File: src/rtl/decim_scheduler.sv
// ---------------------------------------------------------------------------
// decim_scheduler
// Two-channel sample decimator sharing one output port. Each channel has a
// 1-entry input buffer; a round-robin arbiter grants one full buffer per
// cycle whenever the output register can take a sample. A granted sample is
// either kept (end of a decimation group) or discarded. Decimation factors
// are loaded as pending and take effect per channel only at a group boundary.
//
// Ports
//   clk, rst_n                     clock, async active-low reset
//   in0_data/valid/ready           channel 0 (mic) sample handshake
//   in1_data/valid/ready           channel 1 (music) sample handshake
//   cfg_factor0/1, cfg_load        requested factors, load pulse
//   cfg_pending[1:0]               per-channel unapplied factor flag
//   out_data/out_ch/valid/ready    kept sample, source channel, handshake
// ---------------------------------------------------------------------------
module decim_scheduler (
   input  logic        clk,
   input  logic        rst_n,
   input  logic [15:0] in0_data,
   input  logic        in0_valid,
   output logic        in0_ready,
   input  logic [15:0] in1_data,
   input  logic        in1_valid,
   output logic        in1_ready,
   input  logic [3:0]  cfg_factor0,
   input  logic [3:0]  cfg_factor1,
   input  logic        cfg_load,
   output logic [15:0] out_data,
   output logic        out_ch,
   output logic        out_valid,
   input  logic        out_ready,
   output logic [1:0]  cfg_pending
);

   logic [1:0]  buf_full;
   logic [15:0] buf_data [2];
   logic [3:0]  ph       [2];
   logic [3:0]  act      [2];
   logic [3:0]  pend     [2];
   logic        last_grant;

   logic [15:0] in_data  [2];
   logic [1:0]  in_valid;
   logic        out_free;
   logic        grant_vld;
   logic        grant_ch;
   logic [3:0]  fac_sel;
   logic [3:0]  f_eff;
   logic        keep;

   assign in_data[0] = in0_data;
   assign in_data[1] = in1_data;
   assign in_valid   = {in1_valid, in0_valid};

   // Ready is forced low while reset is held so nothing is accepted then.
   assign in0_ready = rst_n & ~buf_full[0];
   assign in1_ready = rst_n & ~buf_full[1];

   assign out_free = ~out_valid | out_ready;

   always_comb begin
      grant_vld = 1'b0;
      grant_ch  = 1'b0;
      if (out_free) begin
         if (&buf_full) begin
            grant_vld = 1'b1;
            grant_ch  = ~last_grant;
         end else if (buf_full[0]) begin
            grant_vld = 1'b1;
            grant_ch  = 1'b0;
         end else if (buf_full[1]) begin
            grant_vld = 1'b1;
            grant_ch  = 1'b1;
         end
      end
   end

   // A grant landing in the same cycle a pending factor is applied must
   // already use the new factor, otherwise the group would straddle factors.
   always_comb begin
      fac_sel = act[grant_ch];
      if (cfg_pending[grant_ch] && (ph[grant_ch] == 4'd0))
         fac_sel = pend[grant_ch];
   end

   assign f_eff = (fac_sel == 4'd0) ? 4'd1 : fac_sel;
   assign keep  = grant_vld && (ph[grant_ch] == (f_eff - 4'd1));

   always_ff @(posedge clk or negedge rst_n) begin
      if (!rst_n) begin
         buf_full    <= 2'b00;
         cfg_pending <= 2'b00;
         last_grant  <= 1'b1;
         out_valid   <= 1'b0;
         out_data    <= 16'd0;
         out_ch      <= 1'b0;
         for (int c = 0; c < 2; c++) begin
            buf_data[c] <= 16'd0;
            ph[c]       <= 4'd0;
            act[c]      <= 4'd1;
            pend[c]     <= 4'd0;
         end
      end else begin
         // Accept only into an empty buffer; grants only touch full ones.
         for (int c = 0; c < 2; c++) begin
            if (in_valid[c] && !buf_full[c]) begin
               buf_full[c] <= 1'b1;
               buf_data[c] <= in_data[c];
            end
            if (cfg_pending[c] && (ph[c] == 4'd0)) begin
               act[c]         <= pend[c];
               cfg_pending[c] <= 1'b0;
            end
         end

         if (grant_vld) begin
            buf_full[grant_ch] <= 1'b0;
            last_grant         <= grant_ch;
            if (keep)
               ph[grant_ch] <= 4'd0;
            else
               ph[grant_ch] <= ph[grant_ch] + 4'd1;
         end

         if (keep) begin
            out_valid <= 1'b1;
            out_data  <= buf_data[grant_ch];
            out_ch    <= grant_ch;
         end else if (out_valid && out_ready) begin
            out_valid <= 1'b0;
         end

         // Placed last so a new load wins over the application above; the
         // older pending value is the one copied into act this cycle.
         if (cfg_load) begin
            pend[0]     <= cfg_factor0;
            pend[1]     <= cfg_factor1;
            cfg_pending <= 2'b11;
         end
      end
   end

endmodule

File: config.mk
export PLATFORM = sky130hd
export DESIGN_NAME = decim_scheduler
export DESIGN_NICKNAME = d
export VERILOG_FILES = /design/src/rtl/decim_scheduler.sv
export SDC_FILE = /design/constraint.sdc
export NUM_CORES = 1
export LEC_CHECK = 0
export ABC_AREA = 0
export ABC_CLOCK_PERIOD_IN_PS = 3800
export BUFFER_PORTS_ARGS = -buffer_cell sky130_fd_sc_hd__buf_4
export CAP_MARGIN = 25
export CORE_MARGIN = 3
export CORE_UTILIZATION = 35
export DETAILED_ROUTE_END_ITERATION = 12
export GPL_TIMING_DRIVEN = 0
export PLACE_DENSITY = 0.61
export SLEW_MARGIN = 5
export SYNTH_ARGS = -nofsm -noshare
export SYNTH_HDL_FRONTEND = slang
export SYNTH_SLANG_ARGS = --single-unit
File: constraint.sdc
create_clock -name clk -period 3.8 [get_ports clk]
set_clock_uncertainty 0.05 [all_clocks]
set_input_delay 0.38 -clock clk [delete_from_list [all_inputs] [get_ports clk]]
set_output_delay 0.38 -clock clk [all_outputs]
set_load 0.005 [all_outputs]
==> impl_metrics.toml <==
[synthesis]
synth_most_common_cell = "dfrtp_1"
synth_edf_count = 0
synthTopCellsByCount = "dfrtp_1, mux2_2, nand2_1, o21ai_0, mux2i_1"
syn_avg_cell_area_sq_um = 11.1
yosys_warnings = 0
async_flop_share = 1.00
synth_top_area_share = 0.500
yosysUniqueCellTypes = 45
netlist_area_sq_mm = 0.00381
synthTopCellsByArea = "dfrtp_1, mux2_2, mux2i_1"
ys_seq_area_frac = 0.520
syn_nets = 392
synth_top_area_cell = "dfrtp_1"
yosys_most_used_dff = "dfrtp_1"
ys_seq_elements = 79
synth_cells = 343

[clocking]
clock_path_buffers = 2
cts_sinks = 79
clkTransAtPathRegs_ps = 80
root_buffer = "clkbuf_8"
worstSkewPairLatency_ps = 350
cts_max_level = 3
cts_tree = "done"
cts_made_buffers = 9

[route]
dr_total_vias = 2916
drt_first_pass_iters = 4
drc = 0
drt_iter0_markers = 81
viasPerCell = 5.06
wl_per_cell_um = 15.8
wl_mm = 9.09
ant_nets = 0

[cells_and_area]
drive_above_1_share = 0.420
multi_input_area_sq_mm = 0.00186
stdcell_count = 576
final_cell_area_sq_mm = 0.00502
final_util = 0.479
ff_latch_area_sq_mm = 0.00198
areaGrowthSynthToFinish_pct = 31.7
layout.nets = 484
n_antenna_cell = 0
fillers = 1032

[power]
power_frac_seq = 0.319
swShare = 0.391
combPwrFrac = 0.544
p_per_area_mw_per_mm2 = 947
leakage_uw = 0.00228
netSwitchingPower_uw = 1860
cell_internal_pwr_uw = 2890
ir_worst_vdd_mv = 0.392
clockPowerShare = 0.137

[grt]
grtUsageTotal = 0.162
top_usage_layer = "met2"
grt_max_degree = 82
grt_pass1_vias = 3020
antenna_found_initial = 0
grt_first_pass_wirelength_mm = 15.2
gr-total-overflow = 0
use_met2 = 0.274
use_met3 = 0.0507
use_met1 = 0.198

[sta]
final.setup.worst_slack_ps = -51.4
fin_crit_ps = 3850
rsz0062_at_grt = "yes"
setup_viol = 18
period_share = 1.01
slew_violations = 0
max_freq_mhz = 260
setup_tns_ps = -416
slew_headroom = 0.487
max_slew.worst_pin.slew_ps = 769
hold_violations = 0

[hold_path]
min_from = "cfg_factor0[0]"
holdCritPathClass = "input pin to flip-flop"

[floorplan]
ios = 68
die_x_um = 110
die_h_um = 110
start_util = 0.364
core_area_sq_mm = 0.0105
rows = 37
fp.dieArea_sq_mm = 0.0122

[status]
status = "finished, violations left"
failed_checks = "setup timing"

[critical_path]
required_ps = 3950
r2r_start = "last_grant"
critPathLaunchType = "flip-flop"
critical_path_class = "flip-flop to flip-flop"
cp-end-kind = "flip-flop"
cp-startpoint = "last_grant"
cp_max_fo = 5
cp.arrival_ps = 4000

[placement]
io_buffers = 67
place.gp.congestion = 0.770
dp.cells = 546
place_area_sq_mm = 0.00452
hpwlAfterDp_mm = 6.32

[run]
drv_cap = 0
[per-layer routing]
metal / vias up / part of all wire
li1: 1402 / -
met1: 1434 / 0.42
met2: 70 / 0.50
met3: 10 / 0.060
met4: 0 / 0.012
met5: - / 0
[stage by stage]
stage / setup WS, ps / power (uW) / hold WS [ps]
after floorplan: 18.6 / 3010 / 34.4
after global placement: -779 / 3580 / 416
after detailed placement: -798 / 3650 / 425
after CTS: -78.4 / 4670 / 178
after global routing: -261 / 5150 / 180
final: -51.4 / 4750 / 191
[cells by family (layout without fill, tap and decap cells)]
kind of cell,Yosys count,after routing,synth area share
xor+xnor,1,1,0.00230
flops,79,79,0.520
simple gates,95,95,0.121
compound gates,63,63,0.105
buf+inv,30,127,0.0329
fa+ha+maj,3,3,0.00986
mux,72,72,0.209
[repair_timing]
item,in CTS,in global routing
hold buffers,0,1
cloned,1,0
pin swaps,7,5
hold endpoints to repair,0,13
setup endpoints to repair,26,26
gates resized for setup,28,15
buffers inserted,11,0
[worst max-delay path, stage by stage (launching register included)]
cell	delay, ps
dfstp_2	570
a21boi_4	70
nand2_2	90
buf_8	110
mux2i_4	240
ha_4	190
nor4bb_4	190
buf_4	170
a21oi_4	70
or3_4	350
a31oi_4	220
ha_4	230
nand2b_4	130
a211oi_2	170
nor2_1	80
and4b_1	300
o32ai_4	130
buf_6	170
nor2_4	100
a211oi_2	60
[layout by cell type (no fill, tap or decap), drive strengths merged, types with 2 or more instances in the layout]
| cell type | count |
|---|---|
| dfrtp | 76 |
| ha | 3 |
| buf | 89 |
| nand3 | 4 |
| dfstp | 3 |
| nor3 | 11 |
| inv | 15 |
| nor2 | 18 |
| or3 | 3 |
| a311oi | 2 |
| mux2 | 49 |
| o21bai | 2 |
| nor2b | 6 |
| mux2i | 22 |
| a21oi | 7 |
| nor4 | 2 |
| a21boi | 2 |
| o21ai | 30 |
| clkbuf | 18 |
| nand2b | 7 |
| o211ai | 4 |
| nand2 | 38 |
| a211oi | 7 |
| a31oi | 2 |
| clkinv | 2 |
[path summary, 6_finish.rpt]
kind / cells after the start / slack [ps] / endpoint
max: 19 / -50 / ph[3]
min: 3 / 190 / pend[4]
max reg2reg: 19 / -50 / ph[3]
min reg2reg: 1 / 440 / out_ch
max in group asynchronous: 3 / 2700 / act[4]
min in group asynchronous: 2 / 380 / act[2]
[cell type report]
| cell class | instances | area share |
|---|---|---|
| Buffer | 16 | 0.0212 |
| Clock buffer | 11 | 0.0282 |
| Clock inverter | 5 | 0.0132 |
| Inverter | 14 | 0.0105 |
| Multi-Input combinational cell | 234 | 0.371 |
| Sequential cell | 79 | 0.395 |
| Tap cell | 136 | 0.0339 |
| Timing Repair Buffer | 81 | 0.126 |
[flip-flops by register name (all words and copies together) (netlist names)]
register and count:
buf_full 2, buf_data 32, out_data 16, pend 8
out_valid 1, out_ch 1, act 8, cfg_pending 2
ph 8, last_grant 1
[power by group through the flow]
stage	sequential [uW]	clock (uW)	combinational [uW]
after CTS	1510	679	2480
after detailed placement	1530	0	2130
after global routing	1570	717	2870
after floorplan	1450	0	1560
after global placement	1510	0	2070
final	1510	651	2590
Note: power is estimated with default switching activity, not from simulation.
